--- config.mk ---
export PLATFORM = sky130hd
export DESIGN_NAME = clmul_kara_split_seq_flat
export DESIGN_NICKNAME = d
export VERILOG_FILES = /design/src/rtl/clmul_kara_split_seq_pkg.sv /design/src/rtl/clmul_kara_split_seq_if.sv /design/src/rtl/clmul_kara_split_seq_gf2_digit_mac.sv /design/src/rtl/clmul_kara_split_seq.sv /design/src/flat_wrapper.sv
export SDC_FILE = /design/constraint.sdc
export NUM_CORES = 1
export LEC_CHECK = 0
export BUFFER_PORTS_ARGS = -buffer_cell sky130_fd_sc_hd__buf_4
export CAP_MARGIN = 20
export CORE_MARGIN = 2
export CORE_UTILIZATION = 50
export DETAILED_ROUTE_END_ITERATION = 6
export GPL_TIMING_DRIVEN = 0
export PLACE_DENSITY = 0.73
export REMOVE_ABC_BUFFERS = 1
export SLEW_MARGIN = 40
export SYNTH_ARGS = -nofsm -noshare
export SYNTH_HDL_FRONTEND = slang
export SYNTH_SLANG_ARGS = --single-unit
--- constraint.sdc ---
create_clock -name clk -period 4.6 [get_ports clk]
set_input_delay 0.92 -clock clk [delete_from_list [all_inputs] [get_ports clk]]
set_output_delay 0.92 -clock clk [all_outputs]
set_load 0.02 [all_outputs]
--- src/rtl/clmul_kara_split_seq_pkg.sv ---
// Shared constants, FSM state type and helpers for the Karatsuba split stage
// of the 64-bit carry-less multiplier.
package kara_pkg;

    localparam int HALF_W = 32;
    localparam int DIGIT  = 4;
    localparam int PROD_W = 2 * HALF_W - 1;

    typedef enum logic [2:0] {
        IDLE    = 3'd0,
        MUL_LO  = 3'd1,
        MUL_HI  = 3'd2,
        MUL_MID = 3'd3,
        DONE    = 3'd4
    } kara_state_t;

    // Number of digit-serial steps needed for one W x W partial product.
    function automatic int digit_count(input int w, input int d);
        return w / d;
    endfunction

endpackage

--- src/rtl/clmul_kara_split_seq_if.sv ---
// Operand/result handshake bundle between the producer, the split stage and
// the downstream overlap-sum recombiner.
interface clmul_kara_split_seq_if
    import kara_pkg::*;
#(
    parameter int W = HALF_W
);
    logic             in_valid;
    logic             in_ready;
    logic [2*W-1:0]   a;
    logic [2*W-1:0]   b;
    logic             out_valid;
    logic             out_ready;
    logic [2*W-2:0]   z0;
    logic [2*W-2:0]   z1;
    logic [2*W-2:0]   z2;
    logic             busy;

    modport master (
        output in_valid, a, b, out_ready,
        input  in_ready, out_valid, z0, z1, z2, busy
    );

    modport slave (
        input  in_valid, a, b, out_ready,
        output in_ready, out_valid, z0, z1, z2, busy
    );
endinterface

--- src/rtl/clmul_kara_split_seq_gf2_digit_mac.sv ---
// One digit-serial step of a GF(2)[x] multiply: shift the running product by
// one digit and fold in x times the current D-bit digit of y.
module gf2_digit_mac #(
    parameter int W = 32,
    parameter int D = 4
) (
    input  logic [2*W-2:0] acc_in,
    input  logic [W-1:0]   x,
    input  logic [D-1:0]   digit,
    output logic [2*W-2:0] acc_out
);
    localparam int PW = 2 * W - 1;

    logic [PW-1:0] partial_s;

    // Carry-less partial sum of x shifted by each set digit bit.
    always_comb begin
        partial_s = '0;
        for (int j = 0; j < D; j++) begin
            partial_s = partial_s ^ (digit[j] ? (PW'(x) << j) : {PW{1'b0}});
        end
    end

    // Bits pushed past the top can only be zero: the final degree is at most 2W-2.
    assign acc_out = (acc_in << D) ^ partial_s;

endmodule

--- src/rtl/clmul_kara_split_seq.sv ---
// Karatsuba split stage: one digit-serial GF(2) engine computes z0, z2 and z1
// in three consecutive phases, then offers the bundle over valid/ready.
module clmul_kara_split_seq
    import kara_pkg::*;
#(
    parameter int W = HALF_W,
    parameter int D = DIGIT
) (
    input logic                   clk,
    input logic                   rst_n,
    clmul_kara_split_seq_if.slave bus
);
    localparam int PW   = 2 * W - 1;
    localparam int NDIG = digit_count(W, D);
    localparam int CW   = (NDIG > 1) ? $clog2(NDIG) : 1;
    localparam int BW   = $clog2(W);

    kara_state_t    state_r;
    kara_state_t    next_state_s;
    logic [2*W-1:0] a_r;
    logic [2*W-1:0] b_r;
    logic [PW-1:0]  acc_r;
    logic [CW-1:0]  cnt_r;
    logic [PW-1:0]  z0_r;
    logic [PW-1:0]  z1_r;
    logic [PW-1:0]  z2_r;
    logic           in_ready_r;
    logic           out_valid_r;
    logic           busy_r;

    logic           accept_s;
    logic           last_s;
    logic           mul_s;
    logic [W-1:0]   x_s;
    logic [W-1:0]   y_s;
    logic [BW-1:0]  base_s;
    logic [D-1:0]   digit_s;
    logic [PW-1:0]  acc_next_s;

    assign accept_s = (state_r == IDLE) && bus.in_valid;
    assign last_s   = (cnt_r == CW'(NDIG - 1));

    // Next-state decode for the phase sequencer.
    always_comb begin
        next_state_s = state_r;
        case (state_r)
            IDLE:    if (accept_s)      next_state_s = MUL_LO;  else next_state_s = IDLE;
            MUL_LO:  if (last_s)        next_state_s = MUL_HI;  else next_state_s = MUL_LO;
            MUL_HI:  if (last_s)        next_state_s = MUL_MID; else next_state_s = MUL_HI;
            MUL_MID: if (last_s)        next_state_s = DONE;    else next_state_s = MUL_MID;
            DONE:    if (bus.out_ready) next_state_s = IDLE;    else next_state_s = DONE;
            default: next_state_s = IDLE;
        endcase
    end

    // Per-phase operand selection for the shared MAC engine.
    always_comb begin
        x_s   = '0;
        y_s   = '0;
        mul_s = 1'b0;
        case (state_r)
            MUL_LO: begin
                x_s   = a_r[W-1:0];
                y_s   = b_r[W-1:0];
                mul_s = 1'b1;
            end
            MUL_HI: begin
                x_s   = a_r[2*W-1:W];
                y_s   = b_r[2*W-1:W];
                mul_s = 1'b1;
            end
            MUL_MID: begin
                x_s   = a_r[W-1:0] ^ a_r[2*W-1:W];
                y_s   = b_r[W-1:0] ^ b_r[2*W-1:W];
                mul_s = 1'b1;
            end
            default: begin
                x_s   = '0;
                y_s   = '0;
                mul_s = 1'b0;
            end
        endcase
    end

    // y is walked MSB digit first so the accumulator only ever shifts left.
    assign base_s  = BW'((NDIG - 1 - int'(cnt_r)) * D);
    assign digit_s = y_s[base_s +: D];

    gf2_digit_mac #(
        .W (W),
        .D (D)
    ) u_mac (
        .acc_in  (acc_r),
        .x       (x_s),
        .digit   (digit_s),
        .acc_out (acc_next_s)
    );

    // Phase sequencer state register.
    always_ff @(posedge clk or negedge rst_n) begin
        if (!rst_n) begin
            state_r <= IDLE;
        end else begin
            state_r <= next_state_s;
        end
    end

    // Operand capture, digit accumulation, result registers and status flags.
    always_ff @(posedge clk or negedge rst_n) begin
        if (!rst_n) begin
            a_r         <= '0;
            b_r         <= '0;
            acc_r       <= '0;
            cnt_r       <= '0;
            z0_r        <= '0;
            z1_r        <= '0;
            z2_r        <= '0;
            in_ready_r  <= 1'b1;
            out_valid_r <= 1'b0;
            busy_r      <= 1'b0;
        end else begin
            in_ready_r  <= (next_state_s == IDLE);
            out_valid_r <= (next_state_s == DONE);
            busy_r      <= (next_state_s != IDLE);
            if (accept_s) begin
                a_r   <= bus.a;
                b_r   <= bus.b;
                acc_r <= '0;
                cnt_r <= '0;
            end else if (mul_s) begin
                if (last_s) begin
                    acc_r <= '0;
                    cnt_r <= '0;
                    case (state_r)
                        MUL_LO:  z0_r <= acc_next_s;
                        MUL_HI:  z2_r <= acc_next_s;
                        MUL_MID: z1_r <= acc_next_s;
                        default: z0_r <= z0_r;
                    endcase
                end else begin
                    acc_r <= acc_next_s;
                    cnt_r <= cnt_r + CW'(1);
                end
            end else begin
                acc_r <= acc_r;
                cnt_r <= cnt_r;
            end
        end
    end

    assign bus.in_ready  = in_ready_r;
    assign bus.out_valid = out_valid_r;
    assign bus.busy      = busy_r;
    assign bus.z0        = z0_r;
    assign bus.z1        = z1_r;
    assign bus.z2        = z2_r;

endmodule

--- src/flat_wrapper.sv ---
// flat-port wrapper written by rule: the top's interface ports become plain ports
module clmul_kara_split_seq_flat import kara_pkg::*;
#(
    parameter int W = HALF_W,
    parameter int D = DIGIT
)
  (clk, rst_n, bus_in_valid, bus_a, bus_b, bus_out_ready, bus_in_ready, bus_out_valid, bus_z0, bus_z1, bus_z2, bus_busy);
  clmul_kara_split_seq_if #(.W(W)) bus_i ();
  input logic clk;
  input logic rst_n;
  input wire logic [$bits(bus_i.in_valid)-1:0] bus_in_valid;
  input wire logic [$bits(bus_i.a)-1:0] bus_a;
  input wire logic [$bits(bus_i.b)-1:0] bus_b;
  input wire logic [$bits(bus_i.out_ready)-1:0] bus_out_ready;
  output wire logic [$bits(bus_i.in_ready)-1:0] bus_in_ready;
  output wire logic [$bits(bus_i.out_valid)-1:0] bus_out_valid;
  output wire logic [$bits(bus_i.z0)-1:0] bus_z0;
  output wire logic [$bits(bus_i.z1)-1:0] bus_z1;
  output wire logic [$bits(bus_i.z2)-1:0] bus_z2;
  output wire logic [$bits(bus_i.busy)-1:0] bus_busy;
  assign bus_i.in_valid = bus_in_valid;
  assign bus_i.a = bus_a;
  assign bus_i.b = bus_b;
  assign bus_i.out_ready = bus_out_ready;
  assign bus_in_ready = bus_i.in_ready;
  assign bus_out_valid = bus_i.out_valid;
  assign bus_z0 = bus_i.z0;
  assign bus_z1 = bus_i.z1;
  assign bus_z2 = bus_i.z2;
  assign bus_busy = bus_i.busy;
  clmul_kara_split_seq #(.W(W), .D(D)) u_core (.clk(clk), .rst_n(rst_n), .bus(bus_i));
endmodule
==> metrics <==
ant diodes=0; vias in the first global route=13900; critical path class=reg -> reg; P&R area growth vs syn=26.5%; asr flop ratio synth=1.00; Die Area=37400 um^2; synthesized area per cell=around 11 um^2; GPL Wtd Cong=roughly 0.81; R2R setup slack=about 370 ps; area share of the largest cell type after synthesis=0.536; DR vias=13200; Ports=between 300 and 400; Slew @ Worst Pin=813 ps; Main synth FF type=dfrtp_1; r2r worst-path depth=14; DRT iter0 DRCs=~840; Post-Route WL=roughly 48000 um; final hold violations=0; die span in x=just under 200 um; status=finished, final reports clean; Post-CTS Resized=0; CTS sink count=385; initial antenna violation count=0; routed length per instance=around 20 um; Max Fanout on Critical Path=38; Max Fclk=approximately 0.24 GHz; starting density of the core=0.505; Layout Skew=around 21 ps; number of vias per cell=between 5 and 6; max incr delay on CP=about 700 ps; Crit-path slowest cell=dfrtp_4; Clock Latency Late Sink=540 ps; DRC=0; post-CTS setup repair buffer count=0; CTS root buf=clkbuf_16; Area contributors post-synth=dfrtp_1 54%, mux2_2 14%, nand2_1 8.8%; Critical Path Source Type=flop; cell taking the most area after synthesis=dfrtp_1; largest net degree at the start of global routing=78; remaining antenna violation count=0; Die H=roughly 190 um; worst reg2reg path endpoint=u_core.a_r[17]$_DFFE_PN0P_; sequential area share after synthesis=0.537; synthesis-stage register bit count=385; Synth Cell Area=around 18000 um^2; share of layout cells above drive strength 1=0.371; I/O Buffers=between 300 and 400; TritonRoute pass-1 iters=5; WP data arrival=4650 ps; CTS buffer count=41; Slew headroom=0.458; Hold WS=about 240 ps; ratio of final minimum period to clock period=0.919; worst-path cell chain=buf_12 > nor4_2 > buf_4 > buf_2 > buf_2 > buf_2 > buf_2 > buf_2 > buf_2 > buf_2 > buf_2 > buf_2 > buf_2 > mux2_2; minimum clock period=between 4000 and 5000 ps; htree depth=2; HPWL after detailed placement=34800 um; dpl ws=~350 ps; Final nets=2051; worst min-delay path category=in -> async; Worst Path Required=5020 ps; Core Area=35500 um^2; RSZ-0062 raised after global routing=false; gr usage total=0.261; max-slew violations=0; Most Frequent Cell on Critical Path=buf_2; first-pass GRT wire length=between 70000 and 80000 um; Reg clk slew, reported paths=60 ps; post-synthesis cell count=1577; Worst setup EP type=flop; hold buffers post-CTS=0; gr ovfl total=0; top post-synthesis cells by count=420 x nand2_1, 384 x dfrtp_1, 221 x mux2_2; Synthesis Warnings=0; Synth cell types=55; most frequent cell after synthesis=nand2_1; Final Setup Violations=0; CTS tree=done; WP buf/inv=12; num rows=69; Top Family by Delay on Critical Path=buffers and inverters; setup slack after layout=374 ps; Clock Tree Buf Depth=3; count of flip-flops with a built-in enable after synthesis=0; Worst R2R Start=u_core.state_r[1]$_DFF_PN0_; Max-Cap Viols=0
-- sequential cells by signal, summed over array words and instances (netlist names), 3 cells and up --
name / cells
u_core.bus.z1: 63
u_core.acc_r: 59
u_core.state_r: 3
u_core.bus.z2: 63
u_core.cnt_r: 3
u_core.bus.z0: 63
u_core.a_r: 64
u_core.b_r: 64
-- cells by family after synthesis --
family,Yosys count,synth area share
fa+ha+maj,2,0.00140
xor+xnor,159,0.101
buf+inv,110,0.0294
compound gates,104,0.0480
simple gates,596,0.144
flops,385,0.537
mux,221,0.139
-- cells in the final DEF (no fill, tap or decap), types with 8 or more instances in the layout --
| cell type | synthesis | layout |
|---|---|---|
| nor3_1 | 19 | 18 |
| nor2_1 | 41 | 39 |
| nand2_1 | 420 | 420 |
| buf_2 | 26 | 30 |
| xnor3_1 | 28 | 28 |
| nor4_1 | 15 | 14 |
| and3_1 | 13 | 13 |
| nand2b_1 | 8 | 8 |
| buf_16 | 0 | 8 |
| clkbuf_16 | 0 | 43 |
| xnor2_1 | 55 | 55 |
| clkinv_2 | 0 | 11 |
| dfrtp_1 | 384 | 381 |
| mux2_2 | 221 | 221 |
| buf_4 | 4 | 350 |
| a22o_1 | 59 | 59 |
| nand3_1 | 47 | 46 |
| clkbuf_1 | 58 | 8 |
| o21ai_0 | 17 | 17 |
| xor2_1 | 74 | 74 |
-- worst max-delay path by stage --
| stage | start | endpoint | depth (start not counted) |
|---|---|---|---|
| after floorplan | u_core.state_r[2]$_DFF_PN0_ | u_core.a_r[0]$_DFFE_PN0P_ | 2 |
| after global placement | u_core.state_r[0]$_DFF_PN0_ | u_core.b_r[63]$_DFFE_PN0P_ | 2 |
| after detailed placement | bus_in_valid | u_core.a_r[17]$_DFFE_PN0P_ | 15 |
| after CTS | u_core.state_r[1]$_DFF_PN0_ | u_core.a_r[17]$_DFFE_PN0P_ | 14 |
| after global routing | u_core.state_r[1]$_DFF_PN0_ | u_core.a_r[17]$_DFFE_PN0P_ | 14 |
| final | u_core.state_r[1]$_DFF_PN0_ | u_core.a_r[17]$_DFFE_PN0P_ | 14 |
-- final cells by class --
class	count	area [um^2]
Fill cell	2744	12800
Sequential cell	385	9650
Multi-Input combinational cell	1082	7860
Timing Repair Buffer	400	3180
Clock buffer	58	1200
Tap cell	461	577
Clock inverter	17	191
Inverter	7	26.3
-- routing by layer --
| layer | routed length (um) | up-vias | part of all wire | GRT usage |
|---|---|---|---|---|
| li1 | - | 5993 | - | - |
| met1 | 20600 | 6659 | 0.42 | 0.354 |
| met2 | 23600 | 473 | 0.49 | 0.431 |
| met3 | 3140 | 91 | 0.065 | 0.0485 |
| met4 | 1220 | 0 | 0.025 | 0.0724 |
| met5 | 0 | - | 0 | 0 |
-- metrics by stage --
stage                     cell area (um^2)  std cells  TNS (ps)  utilization
after floorplan                      17400       1474  -1415310            -
after global placement               20400       2258  -3525790        0.576
after detailed placement             21300       2335         0        0.600
after CTS                            22700       2410         0        0.639
after global routing                 22700       2410         0        0.639
final                                22700       2410         0        0.639
Power is left out: the tool's default activity adds up to more than one toggle a clock period on the data nets, which glitch-free logic cannot reach.
